[config.mk]
export PLATFORM = sky130hd
export DESIGN_NAME = prog_functional_unit
export DESIGN_NICKNAME = d
export VERILOG_FILES = /design/src/rtl/prog_functional_unit.sv
export SDC_FILE = /design/constraint.sdc
export NUM_CORES = 1
export LEC_CHECK = 0
export ABC_AREA = 1
export CELL_PAD_IN_SITES_DETAIL_PLACEMENT = 0
export CELL_PAD_IN_SITES_GLOBAL_PLACEMENT = 1
export CORE_MARGIN = 8
export CORE_UTILIZATION = 25
export DETAILED_ROUTE_END_ITERATION = 10
export PLACE_DENSITY_LB_ADDON = 0.1
export SLEW_MARGIN = 20
export SYNTH_ARGS = -nofsm -noshare
export SYNTH_HDL_FRONTEND = slang
export SYNTH_SLANG_ARGS = --single-unit
[constraint.sdc]
create_clock -name clk -period 42.4 [get_ports clk]
set_input_delay 10.6 -clock clk [delete_from_list [all_inputs] [get_ports clk]]
set_output_delay 10.6 -clock clk [all_outputs]
set_load 0.005 [all_outputs]
[src/rtl/prog_functional_unit.sv]
// Programmable state machine whose next state comes from a table of masked-match
// transition rules. The table is loaded through a JTAG-style shadow chain.
module prog_functional_unit #(
  parameter int SW          = 4,
  parameter int XW          = 4,
  parameter int NUM_RULES   = 16,
  parameter int RESET_STATE = 0,
  localparam int RW         = 1 + 2*SW + 2*XW,
  localparam int IW         = (NUM_RULES > 1) ? $clog2(NUM_RULES) : 1
) (
  input  logic          clk,
  input  logic          TLR,
  input  logic [XW-1:0] X,
  input  logic          run,
  input  logic          restart,
  input  logic          cfg_shift,
  input  logic          cfg_tdi,
  output logic          cfg_tdo,
  input  logic          cfg_update,
  output logic [SW-1:0] Yin,
  output logic          hit,
  output logic [IW-1:0] rule_idx
);

  localparam int CW = NUM_RULES * RW;

  // Field order matches the chain layout: valid at the MSB, next state at the LSBs.
  typedef struct packed {
    logic          valid;
    logic [SW-1:0] from_st;
    logic [XW-1:0] mask;
    logic [XW-1:0] match_val;
    logic [SW-1:0] nxt;
  } rule_t;

  typedef enum logic [1:0] {
    EV_IDLE,
    EV_RESTART,
    EV_FIRE,
    EV_MISS
  } ev_t;

  logic [CW-1:0]        shadow;
  logic [CW-1:0]        active;
  rule_t                rules    [NUM_RULES];
  logic [NUM_RULES-1:0] rule_hit;
  logic                 any_hit;
  logic [IW-1:0]        win_idx;
  logic [SW-1:0]        win_next;
  ev_t                  ev;

  assign cfg_tdo = shadow[0];

  // Per-rule match: a zero mask bit makes that stimulus bit a don't-care.
  for (genvar g = 0; g < NUM_RULES; g++) begin : g_rule
    assign rules[g]    = rule_t'(active[g*RW +: RW]);
    assign rule_hit[g] = rules[g].valid
                         && (rules[g].from_st == Yin)
                         && ((X & rules[g].mask) == (rules[g].match_val & rules[g].mask));
  end

  // Ascending scan so the highest matching index is the one left standing.
  always_comb begin
    any_hit  = 1'b0;
    win_idx  = '0;
    win_next = '0;
    for (int i = 0; i < NUM_RULES; i++) begin
      if (rule_hit[i]) begin
        any_hit  = 1'b1;
        win_idx  = IW'(i);
        win_next = rules[i].nxt;
      end
    end
  end

  always_comb begin
    ev = EV_IDLE;
    if (restart) begin
      ev = EV_RESTART;
    end else if (run && any_hit) begin
      ev = EV_FIRE;
    end else if (run) begin
      ev = EV_MISS;
    end
  end

  always_ff @(negedge clk or posedge TLR) begin
    if (TLR) begin
      Yin      <= SW'(RESET_STATE);
      hit      <= 1'b0;
      rule_idx <= '0;
    end else begin
      case (ev)
        EV_RESTART: begin
          Yin <= SW'(RESET_STATE);
          hit <= 1'b0;
        end
        EV_FIRE: begin
          Yin      <= win_next;
          hit      <= 1'b1;
          rule_idx <= win_idx;
        end
        default: hit <= 1'b0;
      endcase
    end
  end

  // Shift takes precedence over update; evaluation this edge still sees the old table.
  always_ff @(negedge clk or posedge TLR) begin
    if (TLR) begin
      shadow <= '0;
      active <= '0;
    end else if (cfg_shift) begin
      shadow <= {cfg_tdi, shadow[CW-1:1]};
    end else if (cfg_update) begin
      active <= shadow;
    end
  end

endmodule

# == After elaboration in Yosys (flattened, before gate mapping) ==
# Index checks and enable logic that the tools add are counted.
# totals
register_bits,553
in_bits,11
elab_cells,159
# op_classes
eq_ne,34
n_mux,52
bitwise_logic,33
n_reduce_logical,35
# op_table
cell,count
AND 4 bit,32
== test 4 bit,32
two-way mux 4 bit,30
logical AND 1 bit,33
two-way mux 1 bit,18
case mux 4 bit (2 select lines),1
two-way mux 2 bit,3
== test 2 x 1 -> 1 bit (second input constant),1
== test 2 bit (second input constant),1
AND reduction 2 bit,1
nonzero test 2 bit,1
inverter 1 bit,1

# == Longest topological paths before layout ==
# logic_depth
depth_word,24
depth_mapped,28
ltp_nobuf,26

==> results.md <==
- Final-layout worst hold slack: 0.420 ns
- Average wire per standard cell: between 15 and 20 um
- Leak pwr: between 0.01 and 0.015 uW
- Switching part of the total: between 20 and 30%
- Floorplan die area: roughly 100000 um2
- Height of the die: approximately 320 um
- First element of the critical path: cfg_update
- DRC violations left: 0
- Portion of total power attributed to sequential cells: 46.2%
- Pin count of the biggest net entering global routing: between 200 and 300
- Count of antenna-violating nets left after detailed routing: 0
- Count of flip-flops with a built-in enable after synthesis: 0
- Async set-reset flop share out of synthesis: 100%
- Setup repair after global routing missed its margin: false
- Part of the total power dissipated in combinational logic: 15.0%
- Int Power: 1060 uW
- Endpoint kind of the worst setup timing path: flop
- Post-CTS Hold Fix Bufs: 0
- CTS tree: done
- Area taken by multi-input logic gates: around 7400 um2
- Post-Synthesis Cells: roughly 2700
- Status: finished clean
- Instance count after placement with tap cells included: roughly 3800
- Net switching component of the power: 434 uW
- Global-route wire length before repair: 100 mm
- Global router's overall resource usage: 12.3%
- H-Tree Level Count: 3
- Maximum clock insertion buffer count: 3
- Min-Delay Startpoint: shadow[214]$_DFFE_NP0P_
- Count of buffers added by post-CTS timing repair for setup: 0
- Sink Count: about 550
- Leftover overflow at the end of global routing: 0
- Classification of the worst-slack hold path: flop to flop
- Clock-pin transition on the worst setup and hold timing paths: ~0.04 ns
- First-pass iteration count of the detailed router: 6
- Number of slew-limit violations in the final report: 0
- Cell at the slowest stage of the critical path: sky130_fd_sc_hd__buf_4
- Placed wire-length estimate after detailed placement: approximately 38 mm
- Max transition margin: between 20% and 30%
- Num ports: 21
- Netlist area before placement: around 23000 um2
- Rows: 111
- Chip Width: between 300 and 400 um
- Sum Neg Setup Slack: 0 ns
- Via density: 4.25
- Top_reg_cell synth: sky130_fd_sc_hd__dfrtn_1
- CP startpoint kind: primary input
- FILL cells: approximately 9800
- Worst-Margin Slew: 1.05 ns
- Endpoint required time on the critical path: 21.57 ns
- Number of antenna violations at the first check in global routing: 2
- Number of global-route vias before repair: around 17000
- Count of port buffers added during placement: 20
- Final-report setup violation count: 0
- Total power consumption of the routed design: about 1500 uW
- Post-cts repair resize count: 0
- Clock buffer count from CTS: 69
- Clock skew after layout: approximately 0.019 ns
- Slowest stage delay, CP: roughly 0.80 ns
- Cell-by-cell trace of the critical path: clkdlybuf4s50_1, nand2_4, buf_4, buf_12, o21ai_0
- Filler-free cell count of the finished design: between 3000 and 4000
- Final Wtd Congestion: a little under 0.8
- Reg-to-Reg Start: Yin[2]$_DFFE_NP0P_
- Cell at the root of the clock tree: sky130_fd_sc_hd__clkbuf_16
- Number of violations reported at the end of detailed-routing iteration 0: roughly 990
- Std-Cell Core Area: a little over 90000 um2
- Post-detailed-routing wire length: approximately 63 mm
- Clock share of power: between 30 and 40%
- Area delta synth->final: 15.4%
- Fraction of final layout cells with drive strength greater than 1: 6.33%
- Max rail drop VDD: approximately 26 uV
- Critical Path Fanout Max: between 200 and 300
- Max-cap viol count: 0
- Worst-skew pair later-pin latency: just under 0.6 ns
- Hold violation count in the final report: 0
- Post-synthesis sequential element count: between 500 and 600
- Sequential cell area: about 14000 um2
- Count of yosys warnings during synthesis: 0
- Post-Syn Nets: 2666
- Data arrival at the endpoint of the critical path: ~14 ns
- Detailed-route via count: roughly 17000
- Starting Density: 25.3%
- Critical path start-end classification: primary input to flop
- Number of nets in the finished design: between 2000 and 3000
- Synth unique cells: 46
- Sequential fraction of the synthesis area: between 50% and 60%
- Average cell area after synthesis: between 8 and 9 um2
- Power per Cell Area: about 56 nW/um2
[synthesized netlist by cell type, types with 3 or more instances]
cell	number	area share, %
sky130_fd_sc_hd__buf_2	11	0.24
sky130_fd_sc_hd__o21ai_0	598	13
sky130_fd_sc_hd__a211oi_1	6	0.19
sky130_fd_sc_hd__a21oi_1	53	1.1
sky130_fd_sc_hd__clkbuf_1	119	1.9
sky130_fd_sc_hd__nor4_2	3	0.16
sky130_fd_sc_hd__o21ai_1	7	0.15
sky130_fd_sc_hd__nor2_1	67	1.1
sky130_fd_sc_hd__dfrtn_1	553	60
sky130_fd_sc_hd__buf_6	8	0.39
sky130_fd_sc_hd__o211ai_1	9	0.29
sky130_fd_sc_hd__a21boi_0	6	0.19
sky130_fd_sc_hd__buf_4	3	0.097
sky130_fd_sc_hd__nand3b_1	8	0.26
sky130_fd_sc_hd__nand3_1	33	0.71
sky130_fd_sc_hd__or2_1	6	0.16
sky130_fd_sc_hd__nor4_1	4	0.11
sky130_fd_sc_hd__or2_2	11	0.30
sky130_fd_sc_hd__nor4_4	3	0.27
sky130_fd_sc_hd__inv_2	10	0.16
sky130_fd_sc_hd__xor2_1	10	0.38
sky130_fd_sc_hd__mux2i_1	4	0.17
sky130_fd_sc_hd__nand2_1	714	12
sky130_fd_sc_hd__nand2_2	6	0.16
sky130_fd_sc_hd__nor3_1	19	0.41
sky130_fd_sc_hd__nand4_1	9	0.24
sky130_fd_sc_hd__xnor2_1	10	0.38
sky130_fd_sc_hd__inv_1	336	5.4
sky130_fd_sc_hd__nor2_2	3	0.081
[state kept, by name, indices dropped and copies added, names as in the netlist]
register,flops
hit,1
active,272
rule_idx,4
shadow,272
Yin,4
[worst max-delay path: cells and delay by family]
kind                   cells  cell delay (ns)
AO/OA/AOI/OAI              1             0.20
buffers and inverters      3             2.16
AND/OR/NAND/NOR            1             0.67
[cells in the final DEF (no fill, tap or decap), drive strengths merged]
master / netlist / layout
a21o: 1 / 1
dfrtn: 553 / 553
and2: 1 / 1
nand3: 33 / 33
a21boi: 8 / 8
inv: 347 / 347
o211ai: 9 / 9
xor2: 10 / 10
bufinv: 0 / 2
o21bai: 1 / 1
o21ai: 606 / 606
a21oi: 53 / 53
clkinvlp: 0 / 1
buf: 24 / 26
a211oi: 6 / 6
nand2: 720 / 720
a311oi: 2 / 2
nor4: 10 / 10
o21a: 2 / 2
o2111ai: 2 / 2
ha: 2 / 2
nand3b: 8 / 8
nor3b: 1 / 1
mux2i: 4 / 4
a31oi: 2 / 2
clkbuf: 119 / 106
nor3: 19 / 19
clkinv: 1 / 9
xnor2: 10 / 10
clkdlybuf4s50: 0 / 17
diode: 0 / 1
nand4: 10 / 10
or2: 17 / 17
nor2: 70 / 70
o22ai: 2 / 2
[final cells by class]
type / instances / area share (%)
diodes: 1 / 0.00935
clock buffers: 106 / 7.84
clock inverters: 11 / 0.407
inverters: 348 / 4.90
multi-input cells: 1609 / 27.8
flip-flops and latches: 553 / 51.7
well taps: 1243 / 5.81
repair buffers: 43 / 1.54
[per-layer routing]
metal / up-vias / track usage, % / routed length, um
met4: 0 / 3.07 / 1420
met1: 8009 / 16.8 / 30400
met5: - / 0 / 0
met3: 97 / 2.25 / 1820
li1: 8367 / - / -
met2: 163 / 20.1 / 29100
[logic make-up (layout without fill, tap and decap cells)]
| family | count (synthesis) | after routing | synth area share (%) |
|---|---|---|---|
| XOR/XNOR | 20 | 20 | 0.755 |
| AND/OR/NAND/NOR | 889 | 889 | 15.6 |
| flip-flops | 553 | 553 | 59.6 |
| AO/OA/AOI/OAI | 694 | 694 | 15.4 |
| multiplexers | 4 | 4 | 0.173 |
| other | 0 | 1 | 0 |
| adder cells (fa/ha/maj) | 2 | 2 | 0.108 |
| buffers and inverters | 491 | 508 | 8.32 |
[worst paths after layout]
check	end	slack, ns	cells past startpoint
worst max-delay path	active[208]$_DFFE_NP0P_	7.76	5
worst min-delay path	shadow[213]$_DFFE_NP0P_	0.42	2
worst max register to register	rule_idx[2]$_DFFE_NP0N_	38.49	17
worst min register to register	shadow[213]$_DFFE_NP0P_	0.42	2
max in group asynchronous	active[25]$_DFFE_NP0P_	8.22	5
min in group asynchronous	shadow[198]$_DFFE_NP0P_	31.48	2
[power groups by stage]
stage               sequential, uW  clock (uW)  combinational (uW)
finish                         689         578                 223
CTS                            691         604                 232
global route                   702         623                 264
floorplan                      675           0                 164
detailed placement             698           0                 231
global placement               699           0                 229
[metrics by stage]
step / util [%] / instance area [um2] / worst slack, ns
6_report: 29.2 / 26800 / 7.76
5_1_grt: 29.2 / 26800 / 7.37
3_3_place_gp: 26.7 / 24500 / 7.07
3_5_place_dp: 26.7 / 24500 / 7.05
4_1_cts: 29.1 / 26700 / 7.66
2_1_floorplan: - / 23200 / 3.31
Power figures use the tool's default switching activity.
